`src/rtl/lane_compositor_pipe.sv`:
```
// lane_compositor_pipe: 3-stage pixel compositor for lane arrows, receptors, score bar and background.
// Stage 0 decodes boxes and issues the sprite ROM read, stage 1 waits on the ROM, stage 2 picks the colour.
module lane_compositor_pipe #(
    parameter int          NUM_LANES    = 4,
    parameter int          SPRITE_SIZE  = 32,
    parameter int          LANE_X0      = 100,
    parameter int          LANE_PITCH   = 50,
    parameter int          RECEPTOR_Y   = 400,
    parameter int          FLASH_FRAMES = 8,
    parameter logic [23:0] KEY_COLOR    = 24'hFF00FF,
    parameter int          SCORE_X0     = 560
) (
    input  logic                              Clk,
    input  logic                              Reset_n,
    input  logic                              pix_valid,
    input  logic [9:0]                        DrawX,
    input  logic [9:0]                        DrawY,
    input  logic                              frame_start,
    input  logic [NUM_LANES-1:0]              arrow_active,
    input  logic [10*NUM_LANES-1:0]           arrow_y,
    input  logic [NUM_LANES-1:0]              pressed,
    input  logic [NUM_LANES-1:0]              hit,
    output logic [2*$clog2(SPRITE_SIZE)+1:0]  rom_addr,
    input  logic [23:0]                       rom_data,
    output logic [7:0]                        VGA_R,
    output logic [7:0]                        VGA_G,
    output logic [7:0]                        VGA_B,
    output logic                              out_valid
);
    localparam int SW = $clog2(SPRITE_SIZE);
    localparam int FW = $clog2(FLASH_FRAMES + 1);
    localparam logic signed [10:0] SS = 11'(SPRITE_SIZE);
    localparam logic signed [10:0] RY = 11'(RECEPTOR_Y);

    logic [FW-1:0]      flash_q [NUM_LANES];
    logic [FW-1:0]      flash_d [NUM_LANES];
    logic               v0_q, v1_q, hit0_q, hit0_d, hit1_q, ov_q;
    logic [23:0]        fb0_q, fb0_d, fb1_q, rgb_q, rgb_d, rec_col;
    logic [2*SW+1:0]    addr_q, addr_d;
    logic signed [10:0] dx, dy, ry;
    logic               in_x, rec_hit;

    // Walk lanes high to low so the lowest matching lane overrides the rest.
    always_comb begin
        hit0_d  = 1'b0;
        addr_d  = addr_q;
        rec_hit = 1'b0;
        rec_col = '0;
        dx      = '0;
        dy      = '0;
        ry      = '0;
        in_x    = 1'b0;
        for (int i = NUM_LANES - 1; i >= 0; i--) begin
            dx   = $signed({1'b0, DrawX}) - $signed(11'(LANE_X0 + i * LANE_PITCH));
            dy   = $signed({1'b0, DrawY}) - $signed({1'b0, arrow_y[10*i +: 10]});
            ry   = $signed({1'b0, DrawY}) - RY;
            in_x = !dx[10] && dx < SS;
            if (in_x && arrow_active[i] && !dy[10] && dy < SS) begin
                hit0_d = 1'b1;
                addr_d = {2'(i), dy[SW-1:0], dx[SW-1:0]};
            end
            if (in_x && !ry[10] && ry < SS) begin
                rec_hit = 1'b1;
                rec_col = flash_q[i] != '0 ? 24'hFFFFFF : pressed[i] ? 24'h550000 : 24'h555555;
            end
        end
        fb0_d = rec_hit ? rec_col :
                DrawX >= 10'(SCORE_X0) ? {8'h7F - {1'b0, DrawY[9:3]}, 8'h00, 8'h05 + {1'b0, DrawY[9:3]}} :
                {8'h05, 8'h4B, 8'h7F - {1'b0, DrawX[9:3]}};
    end

    // A hit reloads even while flashing and beats a same-cycle frame decrement.
    always_comb begin
        for (int i = 0; i < NUM_LANES; i++)
            flash_d[i] = hit[i] ? FW'(FLASH_FRAMES) :
                         (frame_start && flash_q[i] != '0) ? flash_q[i] - 1'b1 : flash_q[i];
    end

    // rom_data answers the address issued two edges earlier; key-coloured texels fall through.
    always_comb begin
        rgb_d = !v1_q ? 24'h0 : (hit1_q && rom_data != KEY_COLOR) ? rom_data : fb1_q;
    end

    always_ff @(posedge Clk or negedge Reset_n) begin
        if (!Reset_n) begin
            flash_q <= '{default: '0};
            v0_q    <= 1'b0;
            hit0_q  <= 1'b0;
            fb0_q   <= '0;
            addr_q  <= '0;
            v1_q    <= 1'b0;
            hit1_q  <= 1'b0;
            fb1_q   <= '0;
            rgb_q   <= '0;
            ov_q    <= 1'b0;
        end else begin
            flash_q <= flash_d;
            v0_q    <= pix_valid;
            hit0_q  <= hit0_d;
            fb0_q   <= fb0_d;
            addr_q  <= addr_d;
            v1_q    <= v0_q;
            hit1_q  <= hit0_q;
            fb1_q   <= fb0_q;
            rgb_q   <= rgb_d;
            ov_q    <= v1_q;
        end
    end

    assign rom_addr             = addr_q;
    assign {VGA_R, VGA_G, VGA_B} = rgb_q;
    assign out_valid            = ov_q;
endmodule

```
`config.mk`:
```
export PLATFORM = sky130hd
export DESIGN_NAME = lane_compositor_pipe
export DESIGN_NICKNAME = d
export VERILOG_FILES = /design/src/rtl/lane_compositor_pipe.sv
export SDC_FILE = /design/constraint.sdc
export NUM_CORES = 1
export LEC_CHECK = 0
export ABC_AREA = 1
export BUFFER_PORTS_ARGS = -buffer_cell sky130_fd_sc_hd__buf_2
export CORE_MARGIN = 5
export CORE_UTILIZATION = 45
export DETAILED_ROUTE_END_ITERATION = 8
export PLACE_DENSITY = 0.67
export SYNTH_ARGS = -nofsm -noshare
export SYNTH_HDL_FRONTEND = slang
export SYNTH_SLANG_ARGS = --single-unit
```
`constraint.sdc`:
```
create_clock -name Clk -period 3.42 [get_ports Clk]
set_input_delay 0 -clock Clk [delete_from_list [all_inputs] [get_ports Clk]]
set_output_delay 0 -clock Clk [all_outputs]
set_load 0.02 [all_outputs]
```
==> results of run 1 <==
-- final cells by class --
type,instances,area share
Multi-Input combinational cell,814,0.485
Sequential cell,95,0.265
Timing Repair Buffer,168,0.112
Inverter,176,0.0737
Tap cell,220,0.0307
Clock buffer,9,0.0251
Clock inverter,6,0.00851
-- cells in the mapped netlist, types with 5 or more instances --
library cell and instances:
o21ai_0 34, o21ai_1 5, nor2_2 11, nand3_2 6, nor3_1 6, nand3_1 98, inv_1 171, dfrtp_1 95
nor2_4 5, a21oi_1 47, nor2_1 110, nand4_1 34, clkbuf_1 7, xnor2_1 8, nand2_1 329, xor2_1 6
nand2_2 5, ha_1 62
-- routing by layer --
layer / share of wire / routed length, um / vias to the layer above / track usage
met5: 0.00054 / 11 / - / 0
met3: 0.045 / 911 / 22 / 0.0290
li1: - / - / 3842 / -
met1: 0.47 / 9690 / 3326 / 0.288
met2: 0.47 / 9510 / 182 / 0.352
met4: 0.014 / 278 / 2 / 0.0530
-- through the flow --
stage	area (um2)	total power, uW	cells
after floorplan	7440	1850	1095
after global placement	8350	2120	1442
after detailed placement	8350	2130	1442
after CTS	8960	3160	1488
after global routing	8960	3350	1488
final	8960	3140	1488
-- layout by cell type, fill, tap and decap left out, drive strengths merged, types with 6 or more instances in the layout --
cell type	count
or2	7
ha	62
dlygate4sd3	31
a21oi	49
nor2	126
inv	178
nor3	7
o21ai	39
xnor2	8
xor2	6
nand2	335
buf	137
dfrtp	95
nand3	105
clkbuf	9
nand4	35
-- flip-flops by register name, summed over array words and instances (netlist names) --
register   flops
rom_addr      12
hit0_q         1
hit1_q         1
v1_q           1
out_valid      1
fb0_q         19
flash_q       16
rgb_q         24
v0_q           1
fb1_q         19
-- what timing repair did --
item,in CTS,in global routing
setup endpoints to repair,0,0
hold buffers,31,0
resized for setup,0,0
hold endpoints to repair,106,0
-- kinds of logic after synthesis --
group,count (synthesis),synth area share
buf+inv,186,0.0960
xor+xnor,14,0.0165
compound gates,107,0.0795
flops,95,0.319
simple gates,627,0.373
fa+ha+maj,66,0.115
-- final timing paths --
check / end / slack [ns] / cells past startpoint
min: fb0_q[18] / 0.04 / 2
max: rgb_q[3] / 1.16 / 9
max in group asynchronous: hit1_q / 2.23 / 3
max reg2reg: flash_q[3] / 1.65 / 8
min in group asynchronous: flash_q[7] / 0.30 / 2
min reg2reg: fb1_q[2] / 0.34 / 0
-- power breakdown --
| part | total (uW) | internal [uW] | switching [uW] |
|---|---|---|---|
| logic | 914 | 335 | 579 |
| clock network | 994 | 575 | 419 |
| registers | 1230 | 1200 | 37.5 |
==> flow_summary.yaml, run 1 <==
global_routing:
  track_usage: 0.210
  grt_max_degree: 66
  grt_pass1_wl_um: 33500
  grt_pass1_vias: 6886
  antenna_found_initial: 1
  globalRoute.totalOverflow: 0
finish:
  register_area_um2: 2380
  multi_input_area_um2: 4350
  diodes: 0
  fin_util: 0.546
  layout.nets: 1430
  drive_gt1_frac: 0.151
  final.fill_count: 1617
  syn_to_final_growth_pct: 20.5
route:
  vias_per_cell: 4.96
  firstDrtPassIters: 5
  wl_um: 20400
  drt_iter0_markers: 438
  drc: 0
  vias: 7374
  wire_per_inst_um: 13.7
  antenna_left: 0
clock_network:
  postCtsSetupBuffers: 0
  clock-root-buffer: "clkbuf_16"
  clk_transition_reported_paths_ns: 0.07
  htreeDepth: 3
  cts_buffers: 9
  clock_sinks: 95
  cts_tree: "done"
  cts_buffer_depth: 2
  worstSkewPairLatency_ns: 0.33
power:
  leakage_uw: 0.00507
  p_per_area_nw_per_um2: 350
  max-vdd-ir-drop_v: 0.000220
sta:
  worst_slack_ns: 1.16
  tns_ns: 0
  worst_pin_slew_ns: 0.790
  drv_slew: 0
  finalSetupViolCount: 0
  min_period_ns: 2.26
  timing.final.crit_share: 0.661
  hold_ws_ns: 0.0374
  fmax_ghz: 0.443
  slew-limit-headroom: 0.474
  fin_skew_ns: 0.00950
  finalHoldViolCount: 0
  grt_setup_unrepaired: "false"
yosys:
  avgSynthCellArea_um2: 6.80
  syn_nets: 1261
  synthCells: 1095
  synth_area_leaders: "dfrtp_1 (32%), nand2_1 (17%), ha_1 (10%), inv_1 (8.6%), nand3_1 (6.6%)"
  synth_top_area_frac: 0.319
  ys_seq_elements: 95
  synth_cell_types: 43
  yosysTopAreaCell: "dfrtp_1"
  yosysWarnings: 0
  synth_seq_area_share: 0.319
  synth_edf_count: 0
  ys.flop_type: "dfrtp_1"
  syn-cell-area_um2: 7440
  ys_async_sr_fraction: 1.00
worst_setup_path:
  cpPeakStageDelay_ns: 0.54
  end_kind: "flip-flop"
  cp.arrival_ns: 2.48
  reg2reg_from: "flash_q[1]"
  crit_buf_inv: 3
  path_class: "input pin to flip-flop"
  critPathMostFrequentCell: "nor2_1"
  cp.required_ns: 3.64
  cp_slowest_cell: "dlygate4sd3_1"
  path_max_fanout: 24
  timing.critical_path.max_delay_family: "simple AND/OR/NAND/NOR gates"
  path_cells: "dlygate4sd3_1 > buf_2 > nand4_1 > nor4_1 > nand3_1 > nand2_1 > inv_1 > nor2_1 > nor2_1"
  start_kind: "input pin"
  critPathLaunch: "rom_data[1]"
place:
  place.gp.congestion: 0.928
  dp_hpwl_um: 16300
  pre_cts_slack_ns: 0.922
  port_buffers: 136
die:
  core.rowCount: 47
  start_util: 0.454
  die_h_um: 139
  io_pins: 137
  core_area_um2: 16400
  die_area_um2: 19200
  fp.dieW_um: 139
worst_hold_path:
  hold_class: "input pin to flip-flop"
  worstHoldStart: "DrawY[5]"
run_status:
  status: "finished, final reports clean"
flow_run:
  drv_cap: 0
Note: power is estimated with default switching activity, not from simulation.
==> run 2: changes to the inputs <==
Settings changed: PLACE_DENSITY 0.67 to 0.69.
Clock period 3.42 ns to 1.8 ns, I/O delays scaled along.
==> run 2 against run 1 <==
- the run now ends with negative setup slack left
- critical path type unchanged
- clock power up 100%
- critical endpoint is now rom_addr[6]
- sequential power up 90%
- count of clock-buffer cells in the layout rose by 1
- setup slack got worse by 1.2 ns
- total power is 110% higher
- largest power group unchanged
==> flow_summary.yaml, run 2 (synthesis gave the netlist of run 1 again) <==
finish:
  final.fill_count: 1394
  register_area_um2: 2380
  layout.nets: 1593
  diodes: 0
  reg_top3: "rgb_q (24), fb0_q (19), fb1_q (19)"
  drive_gt1_frac: 0.323
  syn_to_final_growth_pct: 46.5
  top_register: "rgb_q"
  fin_util: 0.664
  layout_commonest_cell: "nand2_1"
  largest_reg_flops: 24
  multi_input_area_um2: 4940
  mostFrequentLayoutCells: "nand2_1 (307), inv_1 (159), buf_4 (154), buf_2 (130), nor2_1 (98)"
  final_cells: 1652
run_status:
  violations: "negative setup slack"
  status: "complete, but fails checks"
worst_setup_path:
  cp_slowest_cell: "fa_2"
  path_cells: "buf_12 > inv_16 > ha_4 > inv_4 > fa_2 > nand2_2 > nand2_2 > nand3b_1 > nand2_2 > nand2_1 > nand2_1 > nor2_1 > nand2_1 > nor2_4 > nand2_4 > nand2_2 > nand3_2 > nand3_1 > nand2_1 > nand2_1 > nand2_1"
  start_kind: "input pin"
  crit_buf_inv: 3
  rr_worst_depth: 11
  path_max_fanout: 5
  timing.critical_path.max_delay_family: "simple AND/OR/NAND/NOR gates"
  r2r_setup_slack_ns: 0.19
  cp.arrival_ns: 2.04
  critPathMostFrequentCell: "nand2_1"
  cp.required_ns: 2.02
  reg2reg_to: "fb0_q[11]"
  end_kind: "flip-flop"
  reg2reg_from: "flash_q[5]"
  path_class: "input pin to flip-flop"
  cpPeakStageDelay_ns: 0.36
flow_run:
  drv_cap: 0
worst_hold_path:
  worstHoldStart: "rom_data[1]"
  hold_path_end: "rgb_q[1]"
  holdPathStages: 3
  hold_class: "input pin to flip-flop"
global_routing:
  grt_pass1_vias: 7604
  track_usage: 0.224
  grt_max_degree: 61
  globalRoute.totalOverflow: 0
  antenna_found_initial: 2
  grt_pass1_wl_um: 36300
clock_network:
  clock_sinks: 95
  htreeDepth: 3
  clock-root-buffer: "clkbuf_16"
  worstSkewPairLatency_ns: 0.33
  cts_buffers: 9
  cts_tree: "done"
  cts_buffer_depth: 2
  clk_transition_reported_paths_ns: 0.06
route:
  firstDrtPassIters: 7
  wire_per_inst_um: 13.5
  vias: 8105
  antenna_left: 0
  vias_per_cell: 4.91
  drc: 0
  wl_um: 22400
  drt_iter0_markers: 390
power:
  power.total_uw: 6660
  max-vdd-ir-drop_v: 0.000384
  p_per_area_nw_per_um2: 611
  leakage_uw: 0.00595
place:
  dp.cells: 1590
  dp_hpwl_um: 17500
  place.gp.congestion: 0.947
  port_buffers: 136
die:
  start_util: 0.454
  die_area_um2: 19200
  fp.dieW_um: 139
  io_pins: 137
  core.rowCount: 47
  core_area_um2: 16400
  die_h_um: 139
sta:
  slew-limit-headroom: 0.698
  timing.final.crit_share: 1.01
  finalHoldViolCount: 0
  finalSetupViolCount: 1
  fmax_ghz: 0.552
  fin_skew_ns: 0.00800
  drv_slew: 0
  min_period_ns: 1.81
  worst_slack_ns: -0.0122
  worst_pin_slew_ns: 0.453
  grt_setup_unrepaired: "true"
run 2: cell types whose count changed in the layout (fill, tap and decap cells not counted), moves of 7 or more:
| cell | delta |
|---|---|
| inv_1 | -12 |
| inv_2 | +7 |
| nand2_1 | -22 |
| ha_1 | -24 |
| nor2_2 | +10 |
| buf_6 | +8 |
| ha_4 | +19 |
| nand2_2 | +16 |
| nand3_2 | +20 |
| nand3_1 | -22 |
| a21oi_1 | -8 |
| a21oi_2 | +8 |
| buf_4 | +152 |
| nor2_1 | -12 |
run 2: worst max path at each step:
| stage | from | end | slack [ns] | depth (start not counted) |
|---|---|---|---|---|
| 6_report | DrawY[0] | rom_addr[6] | -0.01 | 21 |
| 5_1_grt | DrawY[0] | rom_addr[5] | -0.17 | 21 |
| 4_1_cts | DrawY[0] | rom_addr[7] | 0.0002 | 21 |
| 3_5_place_dp | DrawY[0] | rom_addr[11] | -0.53 | 17 |
| 3_3_place_gp | DrawY[0] | rom_addr[11] | -0.51 | 17 |
| 2_1_floorplan | DrawY[0] | rom_addr[6] | -0.11 | 17 |
run 2: cell type report:
cell class | count | area share
repair buffers | 327 | 0.210
multi-input cells | 816 | 0.453
well taps | 220 | 0.0252
clock inverters | 6 | 0.00838
clock buffers | 10 | 0.0210
flip-flops and latches | 95 | 0.218
repair inverters | 2 | 0.00115
inverters | 176 | 0.0631
run 2: metrics by stage:
step           hold slack [ns]  instance area [um2]  setup TNS [ns]  setup WS [ns]
2_1_floorplan           -0.296                 7500          -0.494         -0.108
3_3_place_gp           -0.0230                 9560          -10.86         -0.510
3_5_place_dp           -0.0216                 9560          -10.52         -0.530
4_1_cts                0.00853                10300               0       0.000249
5_1_grt                 0.0181                10900           -1.31         -0.170
6_report                0.0358                10900         -0.0122        -0.0122
run 2: tightest hold or removal path: stages:
cell and delay (ns):
buf_2 0.10, o21ai_0 0.09, nor2_1 0.12
run 2: metal layers:
metal,global-route usage,part of all wire
met5,0,0.00094
met2,0.370,0.48
met1,0.312,0.46
met3,0.0359,0.052
met4,0.0515,0.013
run 2: report_power, final:
group	switching, uW	internal [uW]	total [uW]
Combinational	1280	1050	2320
Clock	771	1230	2000
Sequential	68.2	2270	2340
run 2: what timing repair did:
action / 4_1_cts / 5_1_grt
endpoints found under the hold margin: 76 / 0
gates resized for setup: 16 / 125
cloned: 1 / 3
buffers inserted: 4 / 8
endpoints found under the setup margin: 13 / 52
hold buffers: 30 / 0
pin swaps: 8 / 39
==> run 3: changes to the inputs <==
Settings changed: CAP_MARGIN from default to 20, GPL_TIMING_DRIVEN from default to 0.
==> run 3 against run 2 <==
- the run still ends with negative setup slack left
- hold slack got worse by 0.0025 ns
- die area did not move
- design area fell by 9.7%
- fmax fell by 3.2%
- total power fell by 8.2%
- routed wire length fell by 6.3%
- cell count fell by 7.3%
- count of clock-buffer cells in the layout did not move
- critical path depth fell by 5
- critical path type unchanged
- critical endpoint is now rom_addr[3]
- largest cell class unchanged
- highest routed layer is now met4
==> flow_summary.yaml, run 3 (synthesis gave the netlist of run 1 again) <==
run_status:
  status: "complete, but fails checks"
  violations: "negative setup slack"
power:
  p_per_area_nw_per_um2: 621
  max-vdd-ir-drop_v: 0.000382
  seqPwrFrac: 0.383
  leakage_uw: 0.00533
  switching_share: 0.338
  intPower_uw: 4050
  p_switching_uw: 2070
  clkPwrFrac: 0.292
  pwr-share-comb: 0.324
clock_network:
  worstSkewPairLatency_ns: 0.34
  cts_buffer_depth: 2
  clock-root-buffer: "clkbuf_16"
  cts_buffers: 9
  clk_transition_reported_paths_ns: 0.06
  cts_tree: "done"
  clock_sinks: 95
  htreeDepth: 3
global_routing:
  track_usage: 0.216
  grt_max_degree: 52
  globalRoute.totalOverflow: 0
  grt_pass1_vias: 7210
  grt_pass1_wl_um: 34500
  antenna_found_initial: 2
die:
  core_area_um2: 16400
  die_h_um: 139
  fp.dieW_um: 139
  io_pins: 137
  die_area_um2: 19200
  core.rowCount: 47
  start_util: 0.454
finish:
  mostFrequentLayoutCells: "nand2_1 (298), inv_1 (161), buf_2 (126), nor2_1 (101), dfrtp_1 (95)"
  stdcell_area_um2: 9840
  top_register: "rgb_q"
  largest_reg_flops: 24
  fin_util: 0.600
  syn_to_final_growth_pct: 32.3
  layout_commonest_cell: "nand2_1"
  reg_top3: "rgb_q (24), fb0_q (19), fb1_q (19)"
  final_cells: 1532
  layout.nets: 1471
  drive_gt1_frac: 0.252
worst_setup_path:
  end_kind: "flip-flop"
  path_class: "input pin to flip-flop"
  path_max_fanout: 6
  cp.arrival_ns: 2.15
  reg2reg_to: "flash_q[3]"
  start_kind: "input pin"
  r2r_setup_slack_ns: 0.10
  rr_worst_depth: 8
  reg2reg_from: "flash_q[1]"
  cp.required_ns: 2.08
worst_hold_path:
  hold_path_end: "fb0_q[5]"
  hold_class: "input pin to flip-flop"
  worstHoldStart: "DrawX[8]"
  holdPathStages: 4
sta:
  fmax_ghz: 0.534
  worst_pin_slew_ns: 0.638
  min_period_ns: 1.87
  drv_slew: 0
  tns_ns: -0.528
  fin_skew_ns: 0.00864
  slew-limit-headroom: 0.575
  worst_slack_ns: -0.0722
  finalHoldViolCount: 0
  grt_setup_unrepaired: "true"
  timing.final.crit_share: 1.04
  finalSetupViolCount: 11
place:
  port_buffers: 135
  dp_hpwl_um: 15600
  place.gp.congestion: 0.894
  dp.cells: 1451
  post_dp_cell_area_um2: 8470
route:
  wl_um: 21000
  antenna_left: 0
  vias: 7610
  drt_iter0_markers: 400
  drc: 0
  vias_per_cell: 4.97
  wire_per_inst_um: 13.7
  firstDrtPassIters: 4
flow_run:
  drv_cap: 0
==> run 3: power groups by stage <==
stage | Sequential (uW) | Clock (uW) | Combinational, uW
after CTS | 2340 | 1850 | 1870
after floorplan | 2420 | 0 | 1110
after global placement | 2380 | 0 | 1660
after global routing | 2360 | 1940 | 2230
final | 2340 | 1790 | 1980
after detailed placement | 2380 | 0 | 1680
==> run 3: worst max path at each step <==
stage / to / depth (start not counted) / start / slack (ns)
after floorplan: rom_addr[6] / 17 / DrawY[0] / -0.11
final: rom_addr[3] / 16 / DrawY[0] / -0.07
after global routing: rom_addr[3] / 18 / DrawY[0] / -0.20
after CTS: rom_addr[5] / 21 / DrawY[0] / 0.0007
after detailed placement: rom_addr[2] / 18 / DrawY[0] / -0.65
after global placement: rom_addr[9] / 18 / DrawY[0] / -0.65
==> run 3: worst max-delay path, cell delays in order <==
cell,delay (ns)
buf_12,0.11
inv_16,0.07
ha_4,0.14
inv_4,0.04
fa_2,0.41
buf_4,0.16
nand3_1,0.08
nand3_1,0.19
nand3_1,0.16
nor2_2,0.04
nand4_1,0.17
nand2_2,0.11
nor2_4,0.19
buf_6,0.17
nand2_2,0.05
nand2_1,0.06
==> run 3: repair_timing <==
action,CTS,global route
hold endpoints to repair,94,0
cloned,1,1
pin swaps,30,42
hold buffers,33,0
buffers inserted,17,12
gates resized for setup,63,71
endpoints found under the setup margin,31,43
==> run 3: per-layer routing <==
metal  part of all wire  GRT usage
met1               0.46      0.298
met2               0.46      0.355
met3              0.054     0.0352
met4              0.027     0.0541
met5                  0          0
==> run 3: cell type report <==
cell class                 instances  area [um2]
multi-input combinational        815        4850
inverter                         176         683
buffer                             9        52.6
sequential                        95        2380
tap                              220         275
clock buffer                      10         239
antenna                            2        5.00
fill                            1516        6560
clock inverter                     6        56.3
timing repair buffer             199        1300
==> run 3: through the flow <==
stage	power (uW)	setup slack [ns]	hold slack, ns
finish	6110	-0.0722	0.0333
global route	6530	-0.200	0.0492
CTS	6050	0.000657	0.0130
detailed placement	4060	-0.646	0.0731
global placement	4030	-0.655	0.129
floorplan	3520	-0.108	-0.296
